`src/rtl/moore_ser_pkg.sv`:
```
// Shared encodings for the Moore bit serializer: FSM state type and counter sizing.
package moore_ser_pkg;

   typedef enum logic [1:0] {
      S_IDLE   = 2'd0,
      S_SHIFT  = 2'd1,
      S_PARITY = 2'd2,
      S_GAP    = 2'd3
   } ser_state_e;

   // Gap counter covers GAP up to 15.
   localparam int unsigned GAP_W = 4;

   function automatic int unsigned cnt_w(input int unsigned width);
      return $clog2(width + 1);
   endfunction

endpackage

```
`src/rtl/moore_ser_shreg.sv`:
```
// Load/shift register for the serializer; exposes the first bit of an incoming word and the bit
// that becomes current after the next shift.
module moore_ser_shreg
   import moore_ser_pkg::*;
#(
   parameter int unsigned WIDTH     = 8,
   parameter int unsigned MSB_FIRST = 1
) (
   input  logic             clk_i,
   input  logic             rst_i,
   input  logic             load_i,
   input  logic             shift_i,
   input  logic [WIDTH-1:0] din_i,
   output logic             first_bit_o,
   output logic             next_bit_o
);

   logic [WIDTH-1:0] data_q, data_d;

   always_comb begin
      data_d = data_q;
      if (load_i) begin
         data_d = din_i;
      end else if (shift_i) begin
         data_d = (MSB_FIRST != 0) ? {data_q[WIDTH-2:0], 1'b0} : {1'b0, data_q[WIDTH-1:1]};
      end
   end

   always_ff @(posedge clk_i or posedge rst_i) begin
      if (rst_i) begin
         data_q <= '0;
      end else begin
         data_q <= data_d;
      end
   end

   assign first_bit_o = (MSB_FIRST != 0) ? din_i[WIDTH-1] : din_i[0];
   assign next_bit_o  = (MSB_FIRST != 0) ? data_q[WIDTH-2] : data_q[1];

endmodule

```
`src/rtl/moore_bit_serializer.sv`:
```
// Parallel-to-serial feeder for the Moore sequence detector, valid/ready input, one bit per clock.
// Define SER_PARITY_EN to append an even-parity bit after each word.
module moore_bit_serializer
   import moore_ser_pkg::*;
#(
   parameter int unsigned WIDTH     = 8,
   parameter int unsigned MSB_FIRST = 1,
   parameter int unsigned GAP       = 0
) (
   input  logic             clk,
   input  logic             rst,
   input  logic [WIDTH-1:0] din,
   input  logic             din_valid,
   output logic             din_ready,
   output logic             ser_bit,
   output logic             bit_valid,
   output logic             busy
);

   localparam int unsigned CNT_W = cnt_w(WIDTH);

   ser_state_e       state_q, state_d;
   logic [CNT_W-1:0] cnt_q, cnt_d;
   logic [GAP_W-1:0] gap_q, gap_d;
   logic             ser_bit_q, ser_bit_d;
   logic             bit_valid_q, bit_valid_d;
   logic             busy_q, busy_d;
   logic             load, shift, first_bit, next_bit, last_cycle, xfer;
`ifdef SER_PARITY_EN
   logic             par_q, par_d;
`endif

   moore_ser_shreg #(
      .WIDTH     (WIDTH),
      .MSB_FIRST (MSB_FIRST)
   ) u_shreg (
      .clk_i       (clk),
      .rst_i       (rst),
      .load_i      (load),
      .shift_i     (shift),
      .din_i       (din),
      .first_bit_o (first_bit),
      .next_bit_o  (next_bit)
   );

`ifdef SER_PARITY_EN
   assign last_cycle = (state_q == S_PARITY);
`else
   assign last_cycle = (state_q == S_SHIFT) && (cnt_q == '0);
`endif

   // Ready in the final bit cycle lets the next word follow with no bubble.
   assign din_ready = !rst && ((state_q == S_IDLE) || ((GAP == 0) && last_cycle));
   assign xfer      = din_valid && din_ready;
   assign load      = xfer;

   always_comb begin
      state_d     = state_q;
      cnt_d       = cnt_q;
      gap_d       = gap_q;
      ser_bit_d   = 1'b0;
      bit_valid_d = 1'b0;
      shift       = 1'b0;
`ifdef SER_PARITY_EN
      par_d       = par_q;
`endif
      unique case (state_q)
         S_SHIFT: begin
            if (cnt_q != '0) begin
               shift       = 1'b1;
               cnt_d       = cnt_q - 1'b1;
               ser_bit_d   = next_bit;
               bit_valid_d = 1'b1;
            end
`ifdef SER_PARITY_EN
            else begin
               state_d     = S_PARITY;
               ser_bit_d   = par_q;
               bit_valid_d = 1'b1;
            end
`endif
         end
         S_GAP: begin
            if (gap_q == '0) begin
               state_d = S_IDLE;
            end else begin
               gap_d = gap_q - 1'b1;
            end
         end
         default: ;
      endcase

      if (last_cycle) begin
         if (GAP != 0) begin
            state_d = S_GAP;
            gap_d   = GAP_W'(GAP - 1);
         end else begin
            state_d = S_IDLE;
         end
      end

      if (xfer) begin
         state_d     = S_SHIFT;
         cnt_d       = CNT_W'(WIDTH - 1);
         ser_bit_d   = first_bit;
         bit_valid_d = 1'b1;
`ifdef SER_PARITY_EN
         par_d       = ^din;
`endif
      end

      busy_d = (state_d != S_IDLE);
   end

   always_ff @(posedge clk or posedge rst) begin
      if (rst) begin
         state_q     <= S_IDLE;
         cnt_q       <= '0;
         gap_q       <= '0;
         ser_bit_q   <= 1'b0;
         bit_valid_q <= 1'b0;
         busy_q      <= 1'b0;
`ifdef SER_PARITY_EN
         par_q       <= 1'b0;
`endif
      end else begin
         state_q     <= state_d;
         cnt_q       <= cnt_d;
         gap_q       <= gap_d;
         ser_bit_q   <= ser_bit_d;
         bit_valid_q <= bit_valid_d;
         busy_q      <= busy_d;
`ifdef SER_PARITY_EN
         par_q       <= par_d;
`endif
      end
   end

   assign ser_bit   = ser_bit_q;
   assign bit_valid = bit_valid_q;
   assign busy      = busy_q;

endmodule
```
`config.mk`:
```
export PLATFORM = sky130hd
export DESIGN_NAME = moore_bit_serializer
export DESIGN_NICKNAME = d
export VERILOG_FILES = /design/src/rtl/moore_ser_pkg.sv /design/src/rtl/moore_ser_shreg.sv /design/src/rtl/moore_bit_serializer.sv
export SDC_FILE = /design/constraint.sdc
export NUM_CORES = 1
export LEC_CHECK = 0
export CORE_MARGIN = 10
export CORE_UTILIZATION = 30
export DETAILED_ROUTE_END_ITERATION = 7
export PLACE_DENSITY = 0.58
export SLEW_MARGIN = 20
export SYNTH_ARGS = -nofsm -noshare
export SYNTH_HDL_FRONTEND = slang
export SYNTH_SLANG_ARGS = --single-unit
```
`constraint.sdc`:
```
create_clock -name clk -period 4.87 [get_ports clk]
set_clock_uncertainty 0.05 [all_clocks]
set_input_delay 0.974 -clock clk [delete_from_list [all_inputs] [get_ports clk]]
set_output_delay 0.974 -clock clk [all_outputs]
set_load 0.005 [all_outputs]
```
==> impl_metrics.csv, run 1 <==
group,metric,value,unit
setup_path,cp_num_buf_inv,2,
setup_path,worst_ep_arrival_time,2.33,ns
yosys,seq_area_frac_synth,0.492,
cells_and_area,final_util,0.365,
route,dr.pass1.iters,4,
global_routing,grt_pass1_wl,3770,um
clock_tree,post_cts_buffers,0,
clock_tree,tritoncts_clock_tree,"built",
yosys,syn_area_per_cell,10.2,um2
setup_path,master_of_the_slowest_instance_on_the_critical_path,"sky130_fd_sc_hd__or3b_1",
clock_tree,cts_buf_count,3,
setup_path,crit_required,3.85,ns
clock_tree,clock_sink_count,20,
setup_path,critical_path.endpoint_type,"primary output",
floorplan,die_area,6120,um2
cells_and_area,final_net_count,125,
yosys,yosys_register_bits,20,
floorplan,floorplan.rows,21,
floorplan,die_h,78.2,um
setup_path,worst-path-max-fanout,10,
sta,post-route-min-period,3.35,ns
route,avgRoutedWirePerCell,13.8,um
pwr,finalPower,597,uW
sta,finalHoldViolCount,0,
yosys,post_synth_num_cell_types,27,
sta,drv_slew,0,
route,detailedRoute.firstIterationViolations,58,
yosys,synthesis.yosys.warnings,0,
floorplan,fp.dieW,78.2,um
placement,dp_hpwl,1560,um
global_routing,pin_count_of_the_biggest_net_entering_global_routing,22,
clock_tree,hold_buffers,0,
sta,rsz0062_at_grt,"false",
job,max_cap_violations,0,
sta,worst_slew_pin_slew,0.793,ns
cells_and_area,areaGrowthSynthToFinish,18.9,%
placement,dp_worst_setup_slack,1.70,ns
route,detail_route.vias_per_cell,4.92,
route,num_vias,772,
sta,relSlewSlack,0.469,
sta,max_clock_freq,0.298,GHz
floorplan,count_of_boundary_i_o_pins,15,
global_routing,grt_antenna_before_repair,0,
setup_path,worst_path_largest_cell_delay,0.54,ns
sta,setup_viol,0,
global_routing,grt.overflow.total,0,
pwr,irDropWorstVdd,0.122,mV
setup_path,crit_chain,"inv_1 -> ha_1 -> or3b_1 -> a211oi_1 -> clkdlybuf4s50_1",
floorplan,initial_utilization,0.307,
global_routing,number_of_global_route_vias_before_repair,829,
setup_path,worst_setup_path_start_kind,"flip-flop",
sta,setup_ws_final,1.52,ns
route,final_antenna_net_count,0,
clock_tree,post_cts_resize_count,0,
placement,gp_routability_congestion,0.744,
placement,postPlaceCellArea,1170,um2
yosys,syn-cell-area,1020,um2
cells_and_area,final_design_area_no_fill,1210,um2
route,post-route-drc-count,0,
yosys,synthCells,100,
worst_hold_path,hold_path.class,"reg2reg",
placement,port_buffers,14,
setup_path,crit_type,"reg2out",
floorplan,core_area,3310,um2
clock_tree,cts_buffer_depth,2,
outcome,run_status,"complete, no violations",
clock_tree,cts.root.buffer_cell,"sky130_fd_sc_hd__clkbuf_4",
setup_path,reg2reg_slack,2.81,ns
route,totalWireLength,2160,um
setup_path,critPathTopFamily,"buffers and inverters",
global_routing,groute.usage.overall,0.0764,
cells_and_area,drive_above_1_share,0.0991,
clock_tree,h-tree-depth,1,
sta,fin_setup_tns,0,ns
cells_and_area,antenna_cells,0,
pwr,power.static_leakage,0.000493,uW
pwr,cell_pwr_density,493,nW/um2
yosys,synth_net_count,113,
sta,min_period_over_period,0.688,
clock_tree,clkLatencyLatePin,0.30,ns
clock_tree,path_clk_slew,0.11,ns
==> cell families (layout without fill, tap and decap cells) <==
group	Yosys count	count (layout)	synth area share
compound gates	32	32	0.196
xor+xnor	2	2	0.0172
fa+ha+maj	2	2	0.0246
buf+inv	14	25	0.0664
flops	20	20	0.492
mux	2	2	0.0197
simple gates	28	28	0.185
==> final timing paths <==
check | end | cells after the start | startpoint
min in group asynchronous | gap_q[3] | 2 | rst
setup / recovery | din_ready | 5 | cnt_q[0]
hold reg to reg | gap_q[3] | 1 | gap_q[3]
max in group asynchronous | u_shreg.data_q[5] | 2 | rst
setup reg to reg | busy | 5 | cnt_q[0]
hold / removal | gap_q[3] | 1 | gap_q[3]
==> cell usage in the layout, fill, tap and decap left out <==
cell type,n
sky130_fd_sc_hd__nand2_1,3
sky130_fd_sc_hd__nand2b_1,4
sky130_fd_sc_hd__xor2_1,1
sky130_fd_sc_hd__nor3_1,1
sky130_fd_sc_hd__or3b_2,6
sky130_fd_sc_hd__o211ai_1,2
sky130_fd_sc_hd__nor3b_2,1
sky130_fd_sc_hd__a211oi_1,7
sky130_fd_sc_hd__xnor2_1,1
sky130_fd_sc_hd__dfrtp_1,20
sky130_fd_sc_hd__or3_1,5
sky130_fd_sc_hd__clkbuf_4,3
sky130_fd_sc_hd__ha_1,2
sky130_fd_sc_hd__a21o_1,1
sky130_fd_sc_hd__a21oi_1,2
sky130_fd_sc_hd__inv_1,7
sky130_fd_sc_hd__nor2_1,2
sky130_fd_sc_hd__a21boi_0,1
sky130_fd_sc_hd__or4_1,1
sky130_fd_sc_hd__clkbuf_8,1
sky130_fd_sc_hd__nor3b_1,1
sky130_fd_sc_hd__mux2i_1,2
sky130_fd_sc_hd__a31oi_1,6
sky130_fd_sc_hd__a22o_1,1
sky130_fd_sc_hd__or3b_1,2
sky130_fd_sc_hd__o21ai_0,12
sky130_fd_sc_hd__clkdlybuf4s50_1,14
sky130_fd_sc_hd__nand3_1,2
==> cell type report <==
cell class | instances | area [um2]
fillers | 349 | 2100
repair buffers | 14 | 140
well taps | 46 | 57.6
inverters | 7 | 26.3
flip-flops and latches | 20 | 500
multi-input cells | 66 | 449
clock buffers | 4 | 36.3
==> synthesized netlist by cell type <==
cell                       number  area (um2)
sky130_fd_sc_hd__nor3b_1        1        7.51
sky130_fd_sc_hd__or3_1          5        31.3
sky130_fd_sc_hd__nor3_1         1        5.00
sky130_fd_sc_hd__buf_6          2        22.5
sky130_fd_sc_hd__nand2b_1       4        25.0
sky130_fd_sc_hd__o211ai_1       2        15.0
sky130_fd_sc_hd__or4_1          1        7.51
sky130_fd_sc_hd__a21boi_0       1        7.51
sky130_fd_sc_hd__a21o_1         1        7.51
sky130_fd_sc_hd__nor2_1         2        7.51
sky130_fd_sc_hd__dfrtp_1       20         500
sky130_fd_sc_hd__a21oi_1        2        10.0
sky130_fd_sc_hd__clkbuf_1       5        18.8
sky130_fd_sc_hd__a22o_1         1        8.76
sky130_fd_sc_hd__nand2_1        3        11.3
sky130_fd_sc_hd__a31oi_1        6        37.5
sky130_fd_sc_hd__mux2i_1        2        20.0
sky130_fd_sc_hd__or3b_2         6        52.6
sky130_fd_sc_hd__inv_1          7        26.3
sky130_fd_sc_hd__o21ai_0       12        60.1
sky130_fd_sc_hd__nor3b_2        1        12.5
sky130_fd_sc_hd__nand3_1        2        10.0
sky130_fd_sc_hd__xor2_1         1        8.76
sky130_fd_sc_hd__xnor2_1        1        8.76
sky130_fd_sc_hd__a211oi_1       7        52.6
sky130_fd_sc_hd__ha_1           2        25.0
sky130_fd_sc_hd__or3b_1         2        17.5
==> worst reg2reg max path, cell delays in order, from the launching register on <==
cell	delay (ns)
sky130_fd_sc_hd__dfrtp_1	0.41
sky130_fd_sc_hd__inv_1	0.06
sky130_fd_sc_hd__ha_1	0.18
sky130_fd_sc_hd__nor3b_2	0.67
sky130_fd_sc_hd__nor2_1	0.16
sky130_fd_sc_hd__or3_1	0.40
==> power breakdown <==
part,internal (uW),switching [uW]
registers,224,43.3
logic,119,114
clock network,45.6,51.2
total,388,209
==> layer usage <==
layer	up-vias	part of all wire	GRT usage
met3	2	0.019	0.0239
met1	376	0.46	0.0888
met4	0	0.018	0.0448
met2	9	0.50	0.121
met5	-	0	0
li1	385	-	-
==> flip-flops by register name (all words and copies together), names as in the netlist <==
name	cells
gap_q	4
busy	1
state_q	2
ser_bit	1
cnt_q	4
u_shreg.data_q	7
bit_valid	1
==> stage by stage <==
stage | std cells | hold WS [ns]
2_1_floorplan | 100 | 0.415
3_3_place_gp | 153 | 0.428
3_5_place_dp | 153 | 0.451
4_1_cts | 157 | 0.470
5_1_grt | 157 | 0.481
6_report | 157 | 0.477
(Power assumes the default switching activity.)
==> run 2, diff against run 1 <==
clock period = 3.4 ns   (was 4.87 ns; I/O delays follow)
==> run 2 against run 1 <==
Effect of this change: setup slack worse by 1.2 ns; sequential share of layout area is 0.26 points lower; combinational power increased by 46%; highest routed layer unchanged; die area is the same; core utilization rose by 0.23 points; critical path type unchanged; routed wire length decreased by 2.4%; global-route usage down 0.077 points.
==> impl_metrics.csv, run 2 (synthesis gave the netlist of run 1 again) <==
group,metric,value,unit
outcome,run_status,"complete, no violations",
floorplan,fp.dieW,78.2,um
worst_hold_path,hold-path-cell-count,1,
clock_tree,path_clk_slew,0.12,ns
cells_and_area,area_of_the_multi_input_gates,449,um2
sta,relSlewSlack,0.482,
route,totalWireLength,2110,um
route,detail_route.vias_per_cell,4.79,
route,detailedRoute.firstIterationViolations,86,
cells_and_area,top_regs,"u_shreg.data_q x7, cnt_q x4, gap_q x4",
global_routing,pin_count_of_the_biggest_net_entering_global_routing,22,
floorplan,count_of_boundary_i_o_pins,15,
setup_path,crit_type,"reg2out",
clock_tree,clock_sink_count,20,
cells_and_area,registers.top_by_ff_count,"u_shreg.data_q",
clock_tree,cts.root.buffer_cell,"sky130_fd_sc_hd__clkbuf_4",
route,route.top_layer_used,"met4",
sta,finalHoldViolCount,0,
global_routing,grt_pass1_wl,3760,um
route,post-route-drc-count,0,
clock_tree,h-tree-depth,1,
sta,rsz0062_at_grt,"false",
pwr,irDropWorstVdd,0.298,mV
clock_tree,cts_buffer_depth,2,
cells_and_area,largest_register_ffs,7,
clock_tree,hold_buffers,0,
cells_and_area,layout.cells.most_common,"sky130_fd_sc_hd__dfrtp_1",
clock_tree,post_cts_resize_count,0,
sta,setup_viol,0,
route,wirelength_met1,950,um
placement,dp_hpwl,1570,um
global_routing,grt.overflow.total,0,
floorplan,core_area,3310,um2
sta,whs,0.458,ns
cells_and_area,final_net_count,126,
clock_tree,clkLatencyLatePin,0.30,ns
cells_and_area,areaGrowthSynthToFinish,19.7,%
setup_path,crit_required,2.67,ns
floorplan,die_area,6120,um2
clock_tree,tritoncts_clock_tree,"built",
cells_and_area,fillers,343,
sta,worst_slew_pin_slew,0.775,ns
cells_and_area,final_design_area_no_fill,1220,um2
setup_path,worst-path-max-fanout,10,
setup_path,worst_setup_path_start_kind,"flip-flop",
setup_path,critical_path.endpoint_type,"primary output",
clock_tree,post_cts_buffers,0,
job,max_cap_violations,0,
worst_hold_path,hold_path.class,"reg2reg",
placement,gp_routability_congestion,0.766,
clock_tree,cts_buf_count,3,
setup_path,worst_ep_arrival_time,2.34,ns
route,met2WireLength,1070,um
setup_path,reg2reg_depth,3,
cells_and_area,antenna_cells,0,
route,avgRoutedWirePerCell,13.3,um
sta,fin_setup_tns,0,ns
floorplan,floorplan.rows,21,
global_routing,grt_antenna_before_repair,0,
placement,postPlaceCellArea,1180,um2
sta,max_clock_freq,0.326,GHz
route,num_vias,757,
cells_and_area,leading_cell_types_in_the_layout_fill_and_taps_excluded,"sky130_fd_sc_hd__dfrtp_1 (20), sky130_fd_sc_hd__clkdlybuf4s50_1 (14), sky130_fd_sc_hd__o21ai_0 (12)",
route,final_antenna_net_count,0,
floorplan,initial_utilization,0.307,
floorplan,die_h,78.2,um
cells_and_area,drive_above_1_share,0.107,
global_routing,number_of_global_route_vias_before_repair,799,
pwr,cell_pwr_density,708,nW/um2
global_routing,groute.usage.overall,0.0756,
route,dr.pass1.iters,4,
cells_and_area,final_util,0.368,
pwr,power.static_leakage,0.000498,uW
placement,port_buffers,14,
sta,min_period_over_period,0.902,
sta,drv_slew,0,
sta,post-route-min-period,3.07,ns
cells_and_area,regArea,500,um2
route,met3RoutedLength,63,um
run 2: cell count changes in the layout (fill, tap and decap cells not counted), sizes merged:
cell / before / now
buf: 0 / 1
run 2: final cells by class:
type | instances | area share
clock buffers | 4 | 0.0298
multi-input cells | 66 | 0.369
repair buffers | 15 | 0.121
inverters | 7 | 0.0216
well taps | 46 | 0.0473
flip-flops and latches | 20 | 0.411
run 2: power by group:
part / total [uW] / switching (uW) / internal, uW
Combinational: 341 / 167 / 174
Clock: 143 / 77.5 / 65.4
Sequential: 379 / 58.2 / 321
run 2: per-layer routing:
metal,vias to the layer above,GRT usage
li1,387,-
met1,359,0.0873
met2,9,0.123
met3,2,0.0216
met4,0,0.0430
met5,-,0
run 2: worst paths after layout:
path                       startpoint           endpoint  slack [ns]
setup / recovery             cnt_q[0]          din_ready        0.33
hold / removal               gap_q[3]           gap_q[3]        0.46
setup reg to reg           state_q[0]           cnt_q[3]        1.50
hold reg to reg              gap_q[3]           gap_q[3]        0.46
max in group asynchronous         rst  u_shreg.data_q[3]        2.02
min in group asynchronous         rst           cnt_q[3]        0.80
run 2: per-stage QoR:
| stage | total power [uW] | cells | setup WS [ns] |
|---|---|---|---|
| after floorplan | 624 | 100 | 1.32 |
| after global placement | 714 | 154 | 0.736 |
| after detailed placement | 728 | 154 | 0.680 |
| after CTS | 872 | 158 | 0.308 |
| after global routing | 942 | 158 | 0.132 |
| final | 863 | 158 | 0.333 |
run 2: worst max-delay path, cell delays in order, from the launching register on:
cell and delay, ns:
sky130_fd_sc_hd__dfrtp_1 0.42, sky130_fd_sc_hd__inv_1 0.07, sky130_fd_sc_hd__ha_1 0.19, sky130_fd_sc_hd__or3b_1 0.51, sky130_fd_sc_hd__a211oi_1 0.29, sky130_fd_sc_hd__clkdlybuf4s50_1 0.55
==> run 3, diff against run 2 <==
CTS_BUF_LIST = sky130_fd_sc_hd__clkbuf_16   (was not set)
PLACE_DENSITY = 0.46   (was 0.58)
SKIP_LAST_GASP = 1   (was not set)
==> run 3 against run 2 <==
Effect of this change: sequential share of layout area shrank 2.2 points; largest power group unchanged; clock power grew 120%; cell count is the same; setup slack gained 0.068 ns; critical endpoint unchanged; global-route usage is essentially flat; sequential power is essentially flat.
==> impl_metrics.csv, run 3 (synthesis gave the netlist of run 1 again) <==
group,metric,value,unit
clock_tree,post_cts_buffers,0,
cells_and_area,count_of_non_filler_cells_in_the_finished_layout,158,
pwr,irDropWorstVdd,0.327,mV
sta,rsz0062_at_grt,"false",
floorplan,core_area,3310,um2
setup_path,crit_type,"reg2out",
pwr,power_frac_seq,0.364,
clock_tree,cts.root.buffer_cell,"sky130_fd_sc_hd__clkbuf_16",
floorplan,die_area,6120,um2
floorplan,floorplan.rows,21,
cells_and_area,final_design_area_no_fill,1290,um2
cells_and_area,top_regs,"u_shreg.data_q x7, cnt_q x4, gap_q x4",
setup_path,cp_num_buf_inv,2,
setup_path,worst_path_largest_cell_delay,0.54,ns
setup_path,worst_setup_path_start_kind,"flip-flop",
floorplan,initial_utilization,0.307,
sta,worst_slew_pin_slew,0.763,ns
outcome,run_status,"complete, no violations",
clock_tree,cts_buffer_depth,2,
route,avgRoutedWirePerCell,14.0,um
clock_tree,path_clk_slew,0.06,ns
sta,finalHoldViolCount,0,
sta,fin_setup_tns,0,ns
route,dr.pass1.iters,4,
pwr,clock_power_share,0.307,
route,detail_route.vias_per_cell,4.97,
pwr,power_switching_share,0.301,
route,post-route-drc-count,0,
sta,setup_viol,0,
clock_tree,tritoncts_clock_tree,"built",
placement,dp_hpwl,1580,um
clock_tree,hold_buffers,0,
route,detailedRoute.firstIterationViolations,65,
pwr,comb_power_share,0.329,
cells_and_area,registers.top_by_ff_count,"u_shreg.data_q",
setup_path,critical_path.endpoint_type,"primary output",
route,num_vias,786,
setup_path,crit_chain,"inv_1 -> ha_1 -> or3b_1 -> a211oi_1 -> clkdlybuf4s50_1",
cells_and_area,largest_register_ffs,7,
setup_path,critPathTopFamily,"buffers and inverters",
pwr,p_sw,314,uW
worst_hold_path,hold_path.class,"reg2reg",
sta,relSlewSlack,0.491,
clock_tree,post_cts_resize_count,0,
global_routing,groute.usage.overall,0.0753,
cells_and_area,areaGrowthSynthToFinish,26.4,%
global_routing,grt.overflow.total,0,
sta,post-route-min-period,3.00,ns
sta,drv_slew,0,
cells_and_area,drive_above_1_share,0.107,
pwr,finalPower,1040,uW
pwr,power.static_leakage,0.000528,uW
setup_path,worst-path-max-fanout,10,
route,totalWireLength,2220,um
placement,postPlaceCellArea,1180,um2
sta,min_period_over_period,0.882,
placement,port_buffers,14,
floorplan,count_of_boundary_i_o_pins,15,
cells_and_area,leading_cell_types_in_the_layout_fill_and_taps_excluded,"sky130_fd_sc_hd__dfrtp_1 (20), sky130_fd_sc_hd__clkdlybuf4s50_1 (14), sky130_fd_sc_hd__o21ai_0 (12)",
clock_tree,cts_buf_count,3,
sta,max_clock_freq,0.333,GHz
placement,gp_routability_congestion,0.727,
cells_and_area,antenna_cells,0,
global_routing,pin_count_of_the_biggest_net_entering_global_routing,22,
clock_tree,clkLatencyLatePin,0.25,ns
cells_and_area,final_net_count,126,
clock_tree,h-tree-depth,1,
floorplan,fp.dieW,78.2,um
placement,placedCellCount,154,
pwr,cell_pwr_density,812,nW/um2
cells_and_area,layout.cells.most_common,"sky130_fd_sc_hd__dfrtp_1",
cells_and_area,final_util,0.389,
setup_path,crit_required,2.67,ns
clock_tree,clock_sink_count,20,
global_routing,grt_pass1_wl,3770,um
job,max_cap_violations,0,
setup_path,master_of_the_slowest_instance_on_the_critical_path,"sky130_fd_sc_hd__clkdlybuf4s50_1",
floorplan,die_h,78.2,um
global_routing,grt_antenna_before_repair,0,
global_routing,number_of_global_route_vias_before_repair,786,
route,final_antenna_net_count,0,
pwr,internal-power,730,uW
setup_path,worst_ep_arrival_time,2.27,ns
-- run 3: cell count changes in the layout (fill, tap and decap cells not counted) --
cell	before	now
sky130_fd_sc_hd__clkbuf_8	1	0
sky130_fd_sc_hd__clkbuf_4	3	0
sky130_fd_sc_hd__clkbuf_16	0	3
sky130_fd_sc_hd__bufinv_16	0	1
-- run 3: metal layers --
metal	wire length, um	global-route usage	share of wire
met5	0	0	0
met4	46	0.0376	0.021
met1	998	0.0891	0.45
met2	1060	0.114	0.48
met3	116	0.0319	0.052
-- run 3: power by group through the flow --
stage                     Clock, uW  Sequential (uW)  Combinational (uW)
after floorplan                   0              361                 263
after global placement            0              383                 340
after detailed placement          0              383                 346
after CTS                       332              381                 348
after global routing            341              394                 385
final                           321              380                 343
-- run 3: path summary, 6_finish.rpt --
check                          from                 to  slack (ns)  cells after the start
setup reg to reg           cnt_q[0]  u_shreg.data_q[0]        1.48                      5
max in group asynchronous       rst  u_shreg.data_q[0]        1.94                      2
hold reg to reg            gap_q[3]           gap_q[3]        0.44                      1
hold / removal             gap_q[3]           gap_q[3]        0.44                      1
setup / recovery           cnt_q[0]          din_ready        0.40                      5
min in group asynchronous       rst           gap_q[0]        0.88                      2
-- run 3: worst register-to-register path, stage by stage, from the launching register on --
cell and delay (ns):
sky130_fd_sc_hd__dfrtp_1 0.40, sky130_fd_sc_hd__inv_1 0.07, sky130_fd_sc_hd__ha_1 0.20, sky130_fd_sc_hd__or3b_1 0.52, sky130_fd_sc_hd__a21o_1 0.38, sky130_fd_sc_hd__mux2i_1 0.17
-- run 3: cell type report --
type / count / area (um2)
Fill cell: 347 / 2020
Multi-Input combinational cell: 66 / 449
Clock inverter: 1 / 30.0
Timing Repair Buffer: 15 / 148
Tap cell: 46 / 57.6
Inverter: 7 / 26.3
Clock buffer: 3 / 75.1
Sequential cell: 20 / 500
-- run 3: metrics by stage --
stage / setup slack [ns] / hold slack, ns
2_1_floorplan: 1.32 / 0.415
6_report: 0.401 / 0.443
3_3_place_gp: 0.724 / 0.442
4_1_cts: 0.381 / 0.450
5_1_grt: 0.308 / 0.479
3_5_place_dp: 0.668 / 0.431
==> edit 1: new RTL, settings of run 2 <==
The 4 states of `ser_state_e` get a one-hot encoding in 4 bits.
--- a/src/rtl/moore_ser_pkg.sv
+++ b/src/rtl/moore_ser_pkg.sv
@@ -2,9 +2,9 @@
 package moore_ser_pkg;
 
-   typedef enum logic [1:0] {
-      S_IDLE   = 2'd0,
-      S_SHIFT  = 2'd1,
-      S_PARITY = 2'd2,
-      S_GAP    = 2'd3
+   typedef enum logic [3:0] {
+      S_IDLE   = 4'b0001,
+      S_SHIFT  = 4'b0010,
+      S_PARITY = 4'b0100,
+      S_GAP    = 4'b1000
    } ser_state_e;
 
Formal check against the unedited RTL: no difference found for any inputs over 10 cycles, from zero or initial values and one cycle with rst high; not proved beyond that.
==> edit 1 against run 2 <==
  * Synthesized cell count down 6.0%
  * Routed wire length decreased by 6.6%
  * Power increased by 9.2%
  * Area after synthesis rose by 6.4%
  * Sequential power up 8.4%
  * Critical path depth shrank 1
  * Sequential cell count grew 2
  * Final area rose by 6.9%
  * Setup slack gained 0.18 ns
  * Largest cell class unchanged
  * Largest power group unchanged
==> edit 1: results (changes against run 2) <==
Run status
  – Status: completed (unchanged)

Worst hold path
  – HP Start: u_shreg.data_q[6] (was gap_q[3])
  – Hold EP: ser_bit (was gap_q[3])

Yosys
  – Synth top area cells: dfrtp_1 49%, mux2_2 8.3%, nand2_1 3.8% (was dfrtp_1 49%, o21ai_0 5.9%, a211oi_1 5.2%)
  – Most instantiated cells after synthesis: 21 x dfrtp_1, 11 x nand2_1, 8 x inv_1, 8 x mux2_2 (was 20 x dfrtp_1, 12 x o21ai_0, 7 x a211oi_1, 7 x inv_1)
  – Syn_nets: 107 (was 113)
  – Sequential area share after synthesis: 51.0% (was 49.2%)
  – Mux contribution to synthesized area: 14.1% (was 1.97%)
  – Complex-gate fraction of the synthesized area: 7.86% (was 19.6%)
  – Synthesized-area fraction occupied by adder cells: 2.31% (was 2.46%)
  – Post-synthesis xor/xnor area fraction: 2.43% (was 1.72%)
  – Post-synthesis cell type count: 36 (was 27)

Placement
  – Post-DP HPWL: 1450 um (was 1570 um)
  – RD Place Congestion: 0.702 (was 0.766)
  – Area after DPL: 0.00126 mm^2 (was 0.00118 mm^2)

STA
  – Slew HR: 45.1% (was 48.2%)

Global routing
  – First-pass GRT wire length: 3460 um (was 3760 um)
  – Largest net degree at the start of global routing: 23 (was 22)
  – GRT Overall Usage: 6.71% (was 7.56%)
  – Initial antenna violation count: 0 (unchanged)
  – Vias in the first global route: 771 (was 799)

Finish
  – Multi-input gate area: 485 um^2 (was 449 um^2)
  – Layout cells sized above 1: 17.3% (was 10.7%)
  – Fillers: 358 (was 343)
  – Nets@finish: 124 (was 126)

Critical path
  – R2r endpoint: u_shreg.data_q[6] (was cnt_q[3])
  – Slowest Stage Delay on Critical Path: 0.61 ns (was 0.55 ns)
  – R2R Path Start: cnt_q[0] (was state_q[0])
  – CP max-delay cell: dfstp_2 (was clkdlybuf4s50_1)
  – FF-to-FF setup slack: 1.15 ns (was 1.50 ns)
  – CP max FO: 6 (was 10)
  – Crit path DAT: 2.16 ns (was 2.34 ns)
  – Crit path from: state_q[0] (was cnt_q[0])

Route
  – Initial DRC count: 34 (was 86)
  – Via count: 718 (was 757)
  – Drt wl/cell: 12.6 um (was 13.3 um)

Pwr
  – Pleak: 0.000592 uW (was 0.000498 uW)
  – Peak supply drop: 0.276 mV (was 0.298 mV)

Clock tree
  – Clock-pin transition on the worst setup and hold timing paths: 0.12 ns (about the same)
==> edit 1: cell count changes in the layout (fill, tap and decap cells not counted), moves of 3 or more <==
cell	delta
or3b_2	-5
nand2b_1	-3
a31oi_1	-6
or3_1	-4
o21ai_0	-11
nand2_1	+8
mux2_2	+8
a211oi_1	-7
==> edit 1: how the worst max path moves through the flow <==
stage | endpoint | slack (ns) | cells after the start
floorplan | u_shreg.data_q[5] | 1.34 | 6
global placement | din_ready | 0.75 | 3
detailed placement | din_ready | 0.74 | 3
CTS | din_ready | 0.50 | 4
global route | din_ready | 0.35 | 4
finish | din_ready | 0.51 | 4
==> edit 1: worst max-delay path, delay by kind of cell (launching register included) <==
kind / cells / cell delay [ns]
buf+inv: 1 / 0.55
flops: 1 / 0.61
simple gates: 2 / 0.42
compound gates: 1 / 0.26
==> edit 1: cell type report <==
type	count	area share, %
inverters	8	2.31
well taps	46	4.42
multi-input cells	62	37.3
repair buffers	14	10.8
clock buffers	4	2.79
flip-flops and latches	22	42.4
==> edit 1: logic make-up after synthesis <==
family / after synthesis
and+or+nand+nor: 32
xor gates and xnor gates: 3
adders and majority gates: 2
AOI/OAI and AO/OA: 12
buffers and inverters: 10
muxes: 13
DFF: 22
==> edit 1: where the power goes <==
group,switching (uW),internal [uW],total [uW]
registers,60.7,350,411
logic,168,215,383
clock network,82.4,65.5,148
total,311,630,942
==> edit 1: routing by layer <==
layer	vias to the layer above	global-route usage, %	wire [um]
li1	363	-	-
met1	341	6.71	816
met2	12	12.6	1050
met3	2	2.67	93
met4	0	1.58	8
met5	-	0	0
==> edit 1: metrics by stage <==
step | setup WS (ns) | hold WS, ns | power [uW] | cells
2_1_floorplan | 1.34 | 0.410 | 692 | 94
3_3_place_gp | 0.752 | 0.432 | 793 | 152
3_5_place_dp | 0.737 | 0.444 | 804 | 152
4_1_cts | 0.499 | 0.475 | 954 | 156
5_1_grt | 0.350 | 0.512 | 1020 | 156
6_report | 0.515 | 0.471 | 942 | 156
==> edit 2: new RTL, flow settings as in run 2 <==
Without the edit above. `WIDTH` is set to 8 in 2 places; all go to 6.
--- a/src/rtl/moore_ser_shreg.sv
+++ b/src/rtl/moore_ser_shreg.sv
@@ -4,5 +4,5 @@
    import moore_ser_pkg::*;
 #(
-   parameter int unsigned WIDTH     = 8,
+   parameter int unsigned WIDTH     = 6,
    parameter int unsigned MSB_FIRST = 1
 ) (
--- a/src/rtl/moore_bit_serializer.sv
+++ b/src/rtl/moore_bit_serializer.sv
@@ -4,5 +4,5 @@
    import moore_ser_pkg::*;
 #(
-   parameter int unsigned WIDTH     = 8,
+   parameter int unsigned WIDTH     = 6,
    parameter int unsigned MSB_FIRST = 1,
    parameter int unsigned GAP       = 0
Interface: changed (resized din); port bits go from 15 to 13. No check against the original RTL was run, so the function may have changed too.
==> edit 2 against run 2 <==
  * Synthesized cell count fell by 28%
  * Critical path depth rose by 1
  * Sequential cell count fell by 3
  * Power fell by 22%
  * Routed wire length fell by 27%
  * Area after synthesis fell by 20%
  * Setup slack improved by 0.42 ns
  * Sequential power fell by 21%
  * Final area fell by 19%
  * Largest cell class unchanged
  * Largest power group unchanged
  * Highest routed layer unchanged
==> edit 2: results (changes against run 2) <==
Yosys
  – Sequential area share after synthesis: 52.4% (was 49.2%)
  – Post-synthesis cell type count: 32 (was 27)
  – Synthesized-area fraction occupied by adder cells: 4.62% (was 2.46%)
  – Synth top area cells: dfrtp_1 52%, a221o_1 4.9%, ha_1 4.6% (was dfrtp_1 49%, o21ai_0 5.9%, a211oi_1 5.2%)
  – Largest family of logic cells by synthesized area: simple AND/OR/NAND/NOR gates (was compound AO/OA/AOI/OAI gates)
  – Mux contribution to synthesized area: 2.62% (was 1.97%)
  – Complex-gate fraction of the synthesized area: 16.3% (was 19.6%)
  – Most instantiated cells after synthesis: 17 x dfrtp_1, 6 x inv_1, 4 x a221o_1, 4 x and3_1 (was 20 x dfrtp_1, 12 x o21ai_0, 7 x a211oi_1, 7 x inv_1)
  – Post-Synthesis Cells: 72 (was 100)
  – Syn_nets: 84 (was 113)
  – Post-synthesis xor/xnor area fraction: 1.08% (was 1.72%)

Placement
  – Dpl ws: 0.811 ns (was 0.680 ns)
  – Area after DPL: 958 um^2 (was 0.00118 mm^2)
  – Placed insts: 113 (was 154)
  – Buffers on Ports: 12 (was 14)
  – RD Place Congestion: 0.721 (was 0.766)

Route
  – Drt wl/cell: 13.1 um (was 13.3 um)
  – Initial DRC count: 16 (was 86)
  – Drt via density: 4.86 (was 4.79)
  – Via count: 569 (was 757)

STA
  – Slew HR: 76.8% (was 48.2%)
  – Slack of the critical path: 0.757 ns (was 0.333 ns)

Pwr
  – Peak supply drop: 0.388 mV (was 0.298 mV)
  – Pleak: 0.000449 uW (was 0.000498 uW)

Critical path
  – FF-to-FF setup slack: 1.77 ns (was 1.50 ns)
  – R2r endpoint: u_shreg.data_q[2] (was cnt_q[3])
  – Crit path DAT: 1.91 ns (was 2.34 ns)
  – R2R Path Start: state_q[1] (was state_q[0])

Finish
  – Largest registers: u_shreg.data_q x5, gap_q x4, cnt_q x3 (was u_shreg.data_q x7, cnt_q x4, gap_q x4)
  – Nets@finish: 100 (was 126)

Global routing
  – Vias in the first global route: 599 (was 799)
  – GRT Overall Usage: 6.59% (was 7.56%)
  – First-pass GRT wire length: 2770 um (was 3760 um)
  – Largest net degree at the start of global routing: 19 (was 22)

Clock tree
  – Postcts setup bufs: 0 (unchanged)
  – Clock-pin transition on the worst setup and hold timing paths: 0.10 ns (was 0.12 ns)

Run status
  – Status: completed (unchanged)
[edit 2: power breakdown]
group	switching (uW)	leakage, uW	internal [uW]
clock network	68.0	0.0000177	43.7
registers	35.4	0.000215	262
logic	125	0.000217	136
[edit 2: metal layers]
metal | part of all wire, % | track usage, %
met1 | 51 | 8.05
met4 | 2.2 | 4.52
met2 | 43 | 9.61
met3 | 3.7 | 2.04
met5 | 0 | 0
[edit 2: cell families after synthesis]
family                   Yosys count
flip-flops                        17
AND/OR/NAND/NOR                   24
adder cells (fa/ha/maj)            3
XOR/XNOR                           1
buffers and inverters              9
multiplexers                       2
AO/OA/AOI/OAI                     16
[edit 2: layout make-up]
cell class | count | area [um^2]
Sequential cell | 17 | 425
Inverter | 7 | 26.3
Multi-Input combinational cell | 46 | 342
Timing Repair Buffer | 13 | 128
Fill cell | 272 | 1540
Clock buffer | 3 | 22.5
Clock inverter | 1 | 5.00
Tap cell | 30 | 37.5
[edit 2: worst min-delay path by stage]
stage / startpoint / to
final: u_shreg.data_q[2] / u_shreg.data_q[2]
after floorplan: u_shreg.data_q[0] / u_shreg.data_q[0]
after global routing: u_shreg.data_q[2] / u_shreg.data_q[2]
after CTS: u_shreg.data_q[0] / u_shreg.data_q[0]
after global placement: u_shreg.data_q[2] / u_shreg.data_q[2]
after detailed placement: u_shreg.data_q[0] / u_shreg.data_q[0]
[edit 2: metrics by stage]
stage | utilization [%] | hold slack (ns)
global route | 39.1 | 0.516
floorplan | - | 0.415
CTS | 39.1 | 0.471
detailed placement | 38.0 | 0.441
global placement | 38.0 | 0.440
finish | 39.1 | 0.472
[edit 2: critical path, cell delays in order, from the launching register on]
cell and delay [ns]:
dfrtp_1 0.38, inv_1 0.11, ha_1 0.17, nor2b_1 0.22
nor2_1 0.09, nor3_1 0.13, clkdlybuf4s50_1 0.53
